$ cat config.mk
export PLATFORM = sky130hd
export DESIGN_NAME = nand_sipo_collector
export DESIGN_NICKNAME = d
export VERILOG_FILES = /design/src/rtl/nand_sipo_collector.sv
export SDC_FILE = /design/constraint.sdc
export NUM_CORES = 1
export LEC_CHECK = 0
export CORE_MARGIN = 5
export CORE_UTILIZATION = 51
export DETAILED_ROUTE_END_ITERATION = 16
export GPL_TIMING_DRIVEN = 0
export PLACE_DENSITY = 0.81
export SKIP_LAST_GASP = 1
export SLEW_MARGIN = 40
export SYNTH_ARGS = -nofsm -noshare
export SYNTH_HDL_FRONTEND = slang
export SYNTH_SLANG_ARGS = --single-unit
export TNS_END_PERCENT = 50
$ cat constraint.sdc
create_clock -name clk -period 3.2 [get_ports clk]
set_input_delay 0.8 -clock clk [delete_from_list [all_inputs] [get_ports clk]]
set_output_delay 0.8 -clock clk [all_outputs]
set_load 0.01 [all_outputs]
$ cat src/rtl/nand_sipo_collector.sv
// Serial-in/parallel-out collector: assembles WIDTH-bit words MSB-first from the NAND cell output.
// Optional even-parity output enabled by defining NAND_SIPO_PARITY_EN.
module nand_sipo_collector #(
   parameter  int WIDTH = 8,
   localparam int CNT_W = $clog2(WIDTH)
) (
   input  logic             clk,
   input  logic             rst,
   input  logic             sin,
   input  logic             sin_valid,
   output logic             sin_ready,
   output logic [WIDTH-1:0] dout,
   output logic             dout_valid,
   input  logic             dout_ready,
   output logic [CNT_W-1:0] bit_cnt
`ifdef NAND_SIPO_PARITY_EN
   ,
   output logic             dout_parity
`endif
);

   typedef enum logic [1:0] {
      FILL = 2'b00,
      HOLD = 2'b01
   } state_t;

   localparam logic [CNT_W-1:0] LAST_BIT = CNT_W'(WIDTH - 1);

   state_t           state;
   state_t           state_nxt;
   logic [WIDTH-1:0] sreg;
   logic [WIDTH-1:0] sreg_nxt;
   logic [WIDTH-1:0] shifted;
   logic [WIDTH-1:0] dout_nxt;
   logic [CNT_W-1:0] cnt_nxt;
   logic             valid_nxt;
   logic             accept;

   assign sin_ready = (state == FILL);
   assign accept    = sin_valid & sin_ready;
   assign shifted   = {sreg[WIDTH-2:0], sin};

   always_ff @(posedge clk or posedge rst) begin
      if (rst) begin
         state      <= FILL;
         sreg       <= '0;
         bit_cnt    <= '0;
         dout       <= '0;
         dout_valid <= 1'b0;
      end else begin
         state      <= state_nxt;
         sreg       <= sreg_nxt;
         bit_cnt    <= cnt_nxt;
         dout       <= dout_nxt;
         dout_valid <= valid_nxt;
      end
   end

   always_comb begin
      state_nxt = state;
      sreg_nxt  = sreg;
      cnt_nxt   = bit_cnt;
      dout_nxt  = dout;
      valid_nxt = dout_valid;
      case (state)
         FILL: begin
            if (accept) begin
               sreg_nxt = shifted;
               if (bit_cnt == LAST_BIT) begin
                  dout_nxt  = shifted;
                  valid_nxt = 1'b1;
                  cnt_nxt   = '0;
                  state_nxt = HOLD;
               end else begin
                  cnt_nxt = bit_cnt + CNT_W'(1);
               end
            end
         end
         HOLD: begin
            if (dout_valid && dout_ready) begin
               valid_nxt = 1'b0;
               state_nxt = FILL;
            end
         end
         default: state_nxt = FILL;
      endcase
   end

`ifdef NAND_SIPO_PARITY_EN
   // Parity tracks dout exactly: captured only on the completing accept.
   always_ff @(posedge clk or posedge rst) begin
      if (rst) begin
         dout_parity <= 1'b0;
      end else if (accept && bit_cnt == LAST_BIT) begin
         dout_parity <= ^shifted;
      end
   end
`endif

endmodule
-- Yosys cells after proc, flatten, opt, wreduce, memory -nomap -nowiden
Cells that the tools add are included.
- register bits after elaboration: 21
- latch bits: 0
- RAM bits: 0
- memory bits (read-only): 0
- output and inout port bits: 13
- logic and storage cells: 28
- memories kept: 0
- add/subtract/negate cells: 1
- multiply operators: 0
- divide/modulo/power cells: 0
- magnitude comparators: 0
- equal/unequal tests: 5
- shift operators: 0
- muxes and demuxes: 9
- bitwise operators: 1
- reduce and logical (&&, ||, !) cells: 7
- operators by type and width (operator ; number):
    $mux 2 ; 3
    $reduce_and 3->1 ; 2
    $ne 2x1->1 const B ; 2
    $pmux 2 s2 ; 1
    $reduce_and 4->1 ; 1
    $add 3x1->3 const B ; 1
    $eq 3x3->1 const B ; 1
    $mux 1 ; 3
    $mux 3 ; 1
    $eq 2x1->1 const B ; 1
    $logic_not 2->1 ; 1
    $ne 2x2->1 const B ; 1
    $pmux 1 s2 ; 1
    $reduce_and 2->1 ; 1
    $reduce_bool 2->1 ; 1
    $and 1x1->1 ; 1
    $logic_and 1x1->1 ; 1

-- Depth between registers and ports, before layout
Gate-level depths: netlist of the first run.
- word-level depth: 4
- gate-level depth with buffers: 4
- depth with buffers taken out: 4

-- Worst setup path before layout of the first run
No wires, ideal clock.
- path kind: input to register
- start point: input port sin_valid
- end point: register bit_cnt[0]
- setup time: 0.125 ns
- data arrival time: 1.363 ns
- required time: 3.075 ns
- setup slack: 1.712 ns
- stages: 3
- path buffers: 1
- cell sequence: nor2b_4 -> buf_12 -> mux2_4
- word-level cells in the longest chain between the ends: 2
- RTL lines (what ; RTL line ; text):
    start, declared ; 10 ; input logic sin_valid,
    $and 1x1->1 ; 40 ; assign accept = sin_valid & sin_ready;
    $reduce_and 2->1 (no line) ; - ;
    end signal, assigned ; 53 ; bit_cnt <= cnt_nxt;
    end, declared ; 15 ; output logic [CNT_W-1:0] bit_cnt
Every way passes these cells.
A chain may end at the register's enable or synchronous reset.

==> run metrics, run 1 <==
outcome completed; drc violations 0; PortBufs 17; die width 50.0 um; Initial Utilization 0.541; sequential-to-total area share from yosys stat 0.584; Layout area overhead 26.6%; top area cells in the synthesized netlist dfrtp_1 58%, mux2_4 20%, mux2_2 9.7%; Placer Congestion 0.708; Post CTS Setup Buffer Count 0; Die H 50.0 um; VDD IR max 0.000520 V; IO Count 18; Total GRT Usage 0.114; clock skew 0.00355 ns; Cells after Synth 46; clk root buf clkbuf_4; Tot Pwr 1020 uW; Pwr Density 994 mW/mm^2; CTS Buf Count 3; std cell rows 14; endpoint class of the critical path output pin; unrepaired setup endpoints after global routing no; Max Freq 463 MHz; CTS resizes 0; Crit Path Max Fanout 4; YS warnings 0; DRT Pass-1 Iters 4; clk sinks 19; Setup TNS 0 ns; Detail Route Antenna Nets 0; fin nets 75; hold buffer count at cts 0; layout cells sized above 1 0.358; WS Path Type reg2out; Mapped Avg Cell Area 17.7 um^2; fin area 0.00103 mm^2; gr ovfl total 0; Leak 0.000495 uW; Netlist cell types 10; antenna violations before repair 0; Final Max Tran Viols 0; post-route clock period utilization 0.676; Post-Route WL 1.18 mm; Slew HR 0.525; CTS tree done; core box area 0.00151 mm^2; register bit total from synthesis 19; Worst-Skew Late Latency 0.29 ns; worst slew pin tran 0.712 ns; Critical Path Start Type flop; post-layout minimum cycle time 2.16 ns; first-pass GRT wire length 2.20 mm; fin cells 83; via count 425; Req. time, crit path 2.40 ns; fin util 0.684; Post-Syn Area 815 um^2; Final Setup Violations 0; largest area contributor in the netlist dfrtp_1; H-tree depth 1; First DRT Iteration DRCs 4; vias in the first global route 452; Fin. Hold Viols 0; area share of the largest cell type after synthesis 0.584; Clock transition at path regs 0.10 ns; DR vias/cell 5.12; largest net degree at the start of global routing 20; clock buffer depth 2; Hold Path Class reg2reg; Max-Cap Viols 0; placed insts 79; commonest non-fill, non-tap cell in the layout dfrtp_1; # diodes 0; crit path DAT 1.36 ns; Synthesized Nets 53; DIE AREA 0.00250 mm^2; Routed WL per cell 14.2 um; dpl cell area 0.00100 mm^2; commonest non-fill, non-tap cells in the layout 19 x dfrtp_1, 17 x clkdlybuf4s50_1, 11 x mux2_4; detailed placement HPWL 861 um
## stage by stage
stage                     setup WS, ns  hold slack [ns]
after global placement            1.13            0.488
after floorplan                   1.71            0.482
final                             1.04            0.510
after global routing             0.970            0.538
after detailed placement          1.09            0.492
after CTS                         1.02            0.516
## worst paths after layout
path                                       endpoint                   start  slack (ns)  cells past startpoint
worst max register to register  dout[4]$_DFFE_PP0P_  bit_cnt[0]$_DFFE_PP0P_        1.73                      4
worst max-delay path                      sin_ready  dout_valid$_DFFE_PP0P_        1.04                      2
min in group asynchronous       dout[2]$_DFFE_PP0P_                     rst        0.92                      2
worst min-delay path            dout[1]$_DFFE_PP0P_     dout[1]$_DFFE_PP0P_        0.51                      1
worst min register to register  dout[1]$_DFFE_PP0P_     dout[1]$_DFFE_PP0P_        0.51                      1
max in group asynchronous       sreg[0]$_DFFE_PP0P_                     rst        1.84                      2
## cells in the mapped netlist, drive strengths merged
| master | number |
|---|---|
| dfrtp | 19 |
| buf | 1 |
| inv | 2 |
| nor2b | 1 |
| nand3b | 1 |
| mux2 | 18 |
| ha | 2 |
| o21ai | 1 |
| nor2 | 1 |
## registers in the layout, indices dropped and copies added, names as in the netlist
| signal | flops |
|---|---|
| sreg | 7 |
| dout_valid | 1 |
| bit_cnt | 3 |
| dout | 8 |
## power by group
group,switching (uW),internal [uW]
Clock,66.7,48.4
Sequential,79.9,358
Combinational,145,326
## logic make-up after synthesis
| kind of cell | synth area share |
|---|---|
| flip-flops | 0.584 |
| multiplexers | 0.300 |
| buffers and inverters | 0.0338 |
| AND/OR/NAND/NOR | 0.0461 |
| adder cells (fa/ha/maj) | 0.0307 |
| AO/OA/AOI/OAI | 0.00614 |
## routing by layer
layer,global-route usage,wire (um)
met5,0,0
met4,0.0393,0
met3,0.0301,55
met2,0.157,570
met1,0.170,554
## cell type report
| class | count | area (um^2) |
|---|---|---|
| tap | 16 | 20.0 |
| inverter | 2 | 7.51 |
| sequential | 19 | 475 |
| timing repair buffer | 17 | 170 |
| fill | 110 | 475 |
| multi-input combinational | 24 | 312 |
| buffer | 1 | 20.0 |
| clock buffer | 4 | 26.3 |
## critical path: stages, from the launching register on
cell and delay [ns]:
dfrtp_1 0.45, inv_1 0.10, clkdlybuf4s50_1 0.53
Note: power is estimated with default switching activity, not from simulation.
==> inputs of run 2 (changes only) <==
--- a/config.mk
+++ b/config.mk
@@ -6,10 +6,10 @@
 export NUM_CORES = 1
 export LEC_CHECK = 0
 export CORE_MARGIN = 5
-export CORE_UTILIZATION = 51
+export CORE_UTILIZATION = 47
 export DETAILED_ROUTE_END_ITERATION = 16
 export GPL_TIMING_DRIVEN = 0
-export PLACE_DENSITY = 0.81
+export PLACE_DENSITY = 0.75
 export SKIP_LAST_GASP = 1
 export SLEW_MARGIN = 40
 export SYNTH_ARGS = -nofsm -noshare
==> constraint.sdc (replaced) <==
create_clock -name clk -period 2.1 [get_ports clk]
set_input_delay 0.525 -clock clk [delete_from_list [all_inputs] [get_ports clk]]
set_output_delay 0.525 -clock clk [all_outputs]
set_load 0.01 [all_outputs]
==> run metrics, run 2 (synthesis results as in run 1) <==
gr ovfl total 0 (unchanged); worst slew pin tran 0.689 ns (-0.0228 ns); biggest regs dout (8), sreg (7), bit_cnt (3); Final Max Tran Viols 0 (unchanged); Pwr Density 1510 mW/mm^2 (+52%); Max-Cap Viols 0 (unchanged); Die H 51.6 um (+3.3%); Routed WL per cell 13.9 um (-2.1%); M3 GR Usage 0.0401 (+0.00999); outcome completed; Total GRT Usage 0.108 (-0.00631); largest net degree at the start of global routing 20 (unchanged); crit-path cells inv_1, clkdlybuf4s50_1; Post-Route WL 1.17 mm (-0.93%); Max stage delay on crit path 0.54 ns (about the same); Req. time, crit path 1.57 ns (-0.83 ns); Crit-path slowest cell clkdlybuf4s50_1; Leak 0.000498 uW (+0.55%); commonest non-fill, non-tap cells in the layout 19 x dfrtp_1, 17 x clkdlybuf4s50_1, 11 x mux2_4; Critical Path Start Type flop; post-layout minimum cycle time 1.88 ns; WS Path Type reg2out; fin util 0.612 (-0.0725); first-pass GRT wire length 2.08 mm (-5.4%); VDD IR max 0.000830 V (+60%); Setup TNS 0 ns (unchanged); std cell rows 15 (+1); DR vias/cell 5.12 (about the same); DRT Pass-1 Iters 2 (-2); layout cells sized above 1 0.373 (+0.0149); drc violations 0 (unchanged); clk root buf clkbuf_4; DIE AREA 0.00267 mm^2 (+6.8%); detailed placement HPWL 866 um (+0.57%); M1 GR Usage 0.138 (-0.0323); IO Count 18 (unchanged); Detail Route Antenna Nets 0 (unchanged); Final Setup Violations 0 (unchanged); core box area 0.00169 mm^2 (+12%); CTS resizes 0 (unchanged); Worst-Skew Late Latency 0.29 ns (about the same); commonest non-fill, non-tap cell in the layout dfrtp_1; endpoint class of the critical path output pin; Tot Pwr 1570 uW (+53%); die width 51.6 um (+3.3%); CTS tree done; antenna violations before repair 0 (unchanged); PortBufs 17 (unchanged); Fin. Hold Viols 0 (unchanged); Placer Congestion 0.616 (-13%); via count 430 (+1.2%); CTS Buf Count 3 (unchanged); Clock transition at path regs 0.11 ns (about the same); crit path DAT 1.35 ns (about the same); Largest register FFs 8 (unchanged); grt met2 use 0.159 (+0.00212); post-route clock period utilization 0.893; global route hottest layer met2; Post CTS Setup Buffer Count 0 (unchanged); largest reg by FF count dout; clk sinks 19 (unchanged); fin nets 75 (unchanged); H-tree depth 1 (unchanged); First DRT Iteration DRCs 1 (-3); Slew HR 0.540 (+0.0152); # diodes 0 (unchanged); vias in the first global route 460 (+1.8%); Initial Utilization 0.482 (-0.0585); hold buffer count at cts 0 (unchanged); clock buffer depth 2 (unchanged); clock skew 0.00479 ns (+0.00123 ns); Crit Path Max Fanout 4 (unchanged); Hold Path Class reg2reg; unrepaired setup endpoints after global routing no; Layout area overhead 26.9%; Max Freq 533 MHz
[run 2: worst paths after layout]
kind / start / endpoint / slack (ns) / depth (start not counted)
max: dout_valid$_DFFE_PP0P_ / sin_ready / 0.22 / 2
min: dout[4]$_DFFE_PP0P_ / dout[4]$_DFFE_PP0P_ / 0.52 / 1
max reg2reg: bit_cnt[0]$_DFFE_PP0P_ / dout[2]$_DFFE_PP0P_ / 0.63 / 4
min reg2reg: dout[4]$_DFFE_PP0P_ / dout[4]$_DFFE_PP0P_ / 0.52 / 1
max in group asynchronous: rst / bit_cnt[0]$_DFFE_PP0P_ / 1.04 / 2
min in group asynchronous: rst / sreg[1]$_DFFE_PP0P_ / 0.63 / 2
[run 2: metal layers]
layer	vias up	part of all wire	wire length [um]
met5	-	0	0
met4	0	0	0
met3	0	0.068	80
met2	15	0.47	546
met1	213	0.46	542
li1	202	-	-
[run 2: cell type report]
| cell class | count | area [um^2] |
|---|---|---|
| Buffer | 1 | 20.0 |
| Clock buffer | 3 | 22.5 |
| Clock inverter | 1 | 5.00 |
| Fill cell | 130 | 656 |
| Inverter | 2 | 7.51 |
| Multi-Input combinational cell | 24 | 312 |
| Sequential cell | 19 | 475 |
| Tap cell | 17 | 21.3 |
| Timing Repair Buffer | 17 | 170 |
[run 2: where the power goes]
group | internal [uW] | total, uW | switching [uW]
registers | 546 | 667 | 121
logic | 498 | 720 | 222
clock network | 70.7 | 179 | 108
[run 2: critical path: cells and delay by family, from the launching register on]
family	cells	cell delay, ns
buf+inv	2	0.63
flops	1	0.44
[run 2: metrics by stage]
stage	cells	worst slack, ns	hold slack [ns]	area (um^2)
after global routing	84	0.146	0.538	1030
after global placement	80	0.302	0.490	1010
after detailed placement	80	0.287	0.494	1010
after CTS	84	0.196	0.519	1030
final	84	0.224	0.518	1030
after floorplan	46	0.671	0.476	815
==> inputs of run 3 (changes only) <==
--- a/config.mk
+++ b/config.mk
@@ -5,11 +5,13 @@
 export SDC_FILE = /design/constraint.sdc
 export NUM_CORES = 1
 export LEC_CHECK = 0
+export CELL_PAD_IN_SITES_DETAIL_PLACEMENT = 1
+export CELL_PAD_IN_SITES_GLOBAL_PLACEMENT = 1
 export CORE_MARGIN = 5
-export CORE_UTILIZATION = 47
+export CORE_UTILIZATION = 40
 export DETAILED_ROUTE_END_ITERATION = 16
 export GPL_TIMING_DRIVEN = 0
-export PLACE_DENSITY = 0.75
+export PLACE_DENSITY_LB_ADDON = 0.1
 export SKIP_LAST_GASP = 1
 export SLEW_MARGIN = 40
 export SYNTH_ARGS = -nofsm -noshare
==> run metrics, run 3 (synthesis results as in run 1) <==
outcome completed; placed insts 90 (+13%); Setup WS pre-CTS 0.261 ns (-0.0257 ns); Routed WL per cell 14.2 um (+2.1%); sequential share of power 0.426 (about the same); Buf/Inv on CP 2 (unchanged); Leak 0.000492 uW (-1.3%); fin cells 94 (+12%); Fillers 197 (+52%); Max Freq 534 MHz (+0.20%); clk sinks 19 (unchanged); grt met2 use 0.175 (+0.0163); clock buffer depth 2 (unchanged); CTS tree done; WS Path Type reg2out; first-pass GRT wire length 2.25 mm (+8.0%); Register Area 475 um^2 (unchanged); hold buffer count at cts 0 (unchanged); Final Max Tran Viols 0 (unchanged); largest net degree at the start of global routing 20 (unchanged); Largest register FFs 8 (unchanged); Pwr Density 1500 mW/mm^2 (-0.89%); Crit Path Max Fanout 4 (unchanged); unrepaired setup endpoints after global routing no; family with the most delay on the worst path buffers and inverters; clk root buf clkbuf_4; Switching Fraction 0.287 (-0.00108); clock share of power 0.111 (-0.003); Final Setup Violations 0 (unchanged); largest reg by FF count dout; Logic pwr share 0.463 (+0.003); clock skew 0.00286 ns (-0.00193 ns); DIE AREA 0.00304 mm^2 (+14%); Clock transition at path regs 0.10 ns (about the same); global route hottest layer met2; commonest non-fill, non-tap cell in the layout dfrtp_1; vias in the first global route 483 (+5.0%); Worst-Skew Late Latency 0.28 ns (about the same); biggest regs dout (8), sreg (7), bit_cnt (3); Critical Path Start Type flop; layout cells sized above 1 0.358 (-0.0149); CTS resizes 0 (unchanged); Placer Congestion 0.602 (-2.3%); Die H 55.1 um (+6.8%); core box area 0.00194 mm^2 (+15%); gr ovfl total 0 (unchanged); NetSw 450 uW (-0.19%); Crit-path slowest cell clkdlybuf4s50_1; worst slew pin tran 0.681 ns (-0.00775 ns); Fin. Hold Viols 0 (unchanged); IO Count 18 (unchanged); M1 GR Usage 0.139 (+0.000880); M3 GR Usage 0.0241 (-0.0160); Detail Route Antenna Nets 0 (unchanged); post-route clock period utilization 0.892 (-0.00177); die width 55.1 um (+6.8%); Setup WS post-layout 0.227 ns (+0.00372 ns); Post-Route WL 1.34 mm (+14%); Tot Pwr 1570 uW (+0.19%); fin nets 75 (unchanged); PortBufs 17 (unchanged); Initial Utilization 0.419 (-0.0628); std cell rows 16 (+1); Max stage delay on crit path 0.53 ns (about the same); DRT Pass-1 Iters 3 (+1); Slew HR 0.543 (+0.00286); via count 439 (+2.1%); design internal power 1120 uW (+0.34%); crit path DAT 1.35 ns (about the same); Hold WS 0.514 ns (-0.00435 ns); H-tree depth 1 (unchanged); crit-path cells inv_1, clkdlybuf4s50_1; Layout area overhead 28.3%; commonest non-fill, non-tap cells in the layout 19 x dfrtp_1, 17 x clkdlybuf4s50_1, 11 x mux2_4; Multi-input gate area 312 um^2 (unchanged); First DRT Iteration DRCs 1 (unchanged); # diodes 0 (unchanged); detailed placement HPWL 997 um (+15%); Req. time, crit path 1.57 ns (about the same); Max-Cap Viols 0 (unchanged); post-layout minimum cycle time 1.87 ns (-0.00372 ns); Hold Path Class reg2reg; Total GRT Usage 0.105 (-0.00232); antenna violations before repair 0 (unchanged); endpoint class of the critical path output pin; DR vias/cell 4.67 (-8.8%); Setup TNS 0 ns (unchanged); drc violations 0 (unchanged); VDD IR max 0.000613 V (-26%); Post CTS Setup Buffer Count 0 (unchanged); CTS Buf Count 3 (unchanged)
==> run 3: changes by cell type in the layout (fill, tap and decap cells not counted) <==
cell | previous run | this run
clkbuf_1 | 0 | 1
clkinv_1 | 0 | 1
clkinv_2 | 1 | 0
inv_1 | 2 | 1
==> run 3: area by class of cell <==
cell class,count,area share
inverter,2,0.00719
buffer,1,0.0192
tap,27,0.0323
clock buffer,4,0.0251
sequential,19,0.455
multi-input combinational,24,0.298
timing repair buffer,17,0.163
==> run 3: per-stage QoR <==
stage          utilization  cell area [um^2]
2_1_floorplan            -               815
4_1_cts              0.538              1040
5_1_grt              0.538              1040
6_report             0.538              1040
3_5_place_dp         0.524              1020
3_3_place_gp         0.524              1020
==> run 3: worst paths after layout <==
check	startpoint	to	slack [ns]	cells past startpoint
max	dout_valid$_DFFE_PP0P_	sin_ready	0.23	2
min	dout[0]$_DFFE_PP0P_	dout[0]$_DFFE_PP0P_	0.51	1
max reg2reg	bit_cnt[0]$_DFFE_PP0P_	dout[5]$_DFFE_PP0P_	0.61	4
min reg2reg	dout[0]$_DFFE_PP0P_	dout[0]$_DFFE_PP0P_	0.51	1
max in group asynchronous	rst	sreg[2]$_DFFE_PP0P_	1.21	2
min in group asynchronous	rst	bit_cnt[1]$_DFFE_PP0P_	0.56	2
==> run 3: power by group through the flow <==
stage	Sequential, uW	Combinational [uW]	Clock (uW)
after global routing	698	775	205
after global placement	673	719	0
after CTS	674	741	189
after detailed placement	681	739	0
final	668	727	174
after floorplan	708	384	0
==> run 3: per-layer routing <==
layer	vias up	wire length (um)
met3	0	57
met2	10	667
met1	231	611
li1	198	-
met4	0	0
met5	-	0
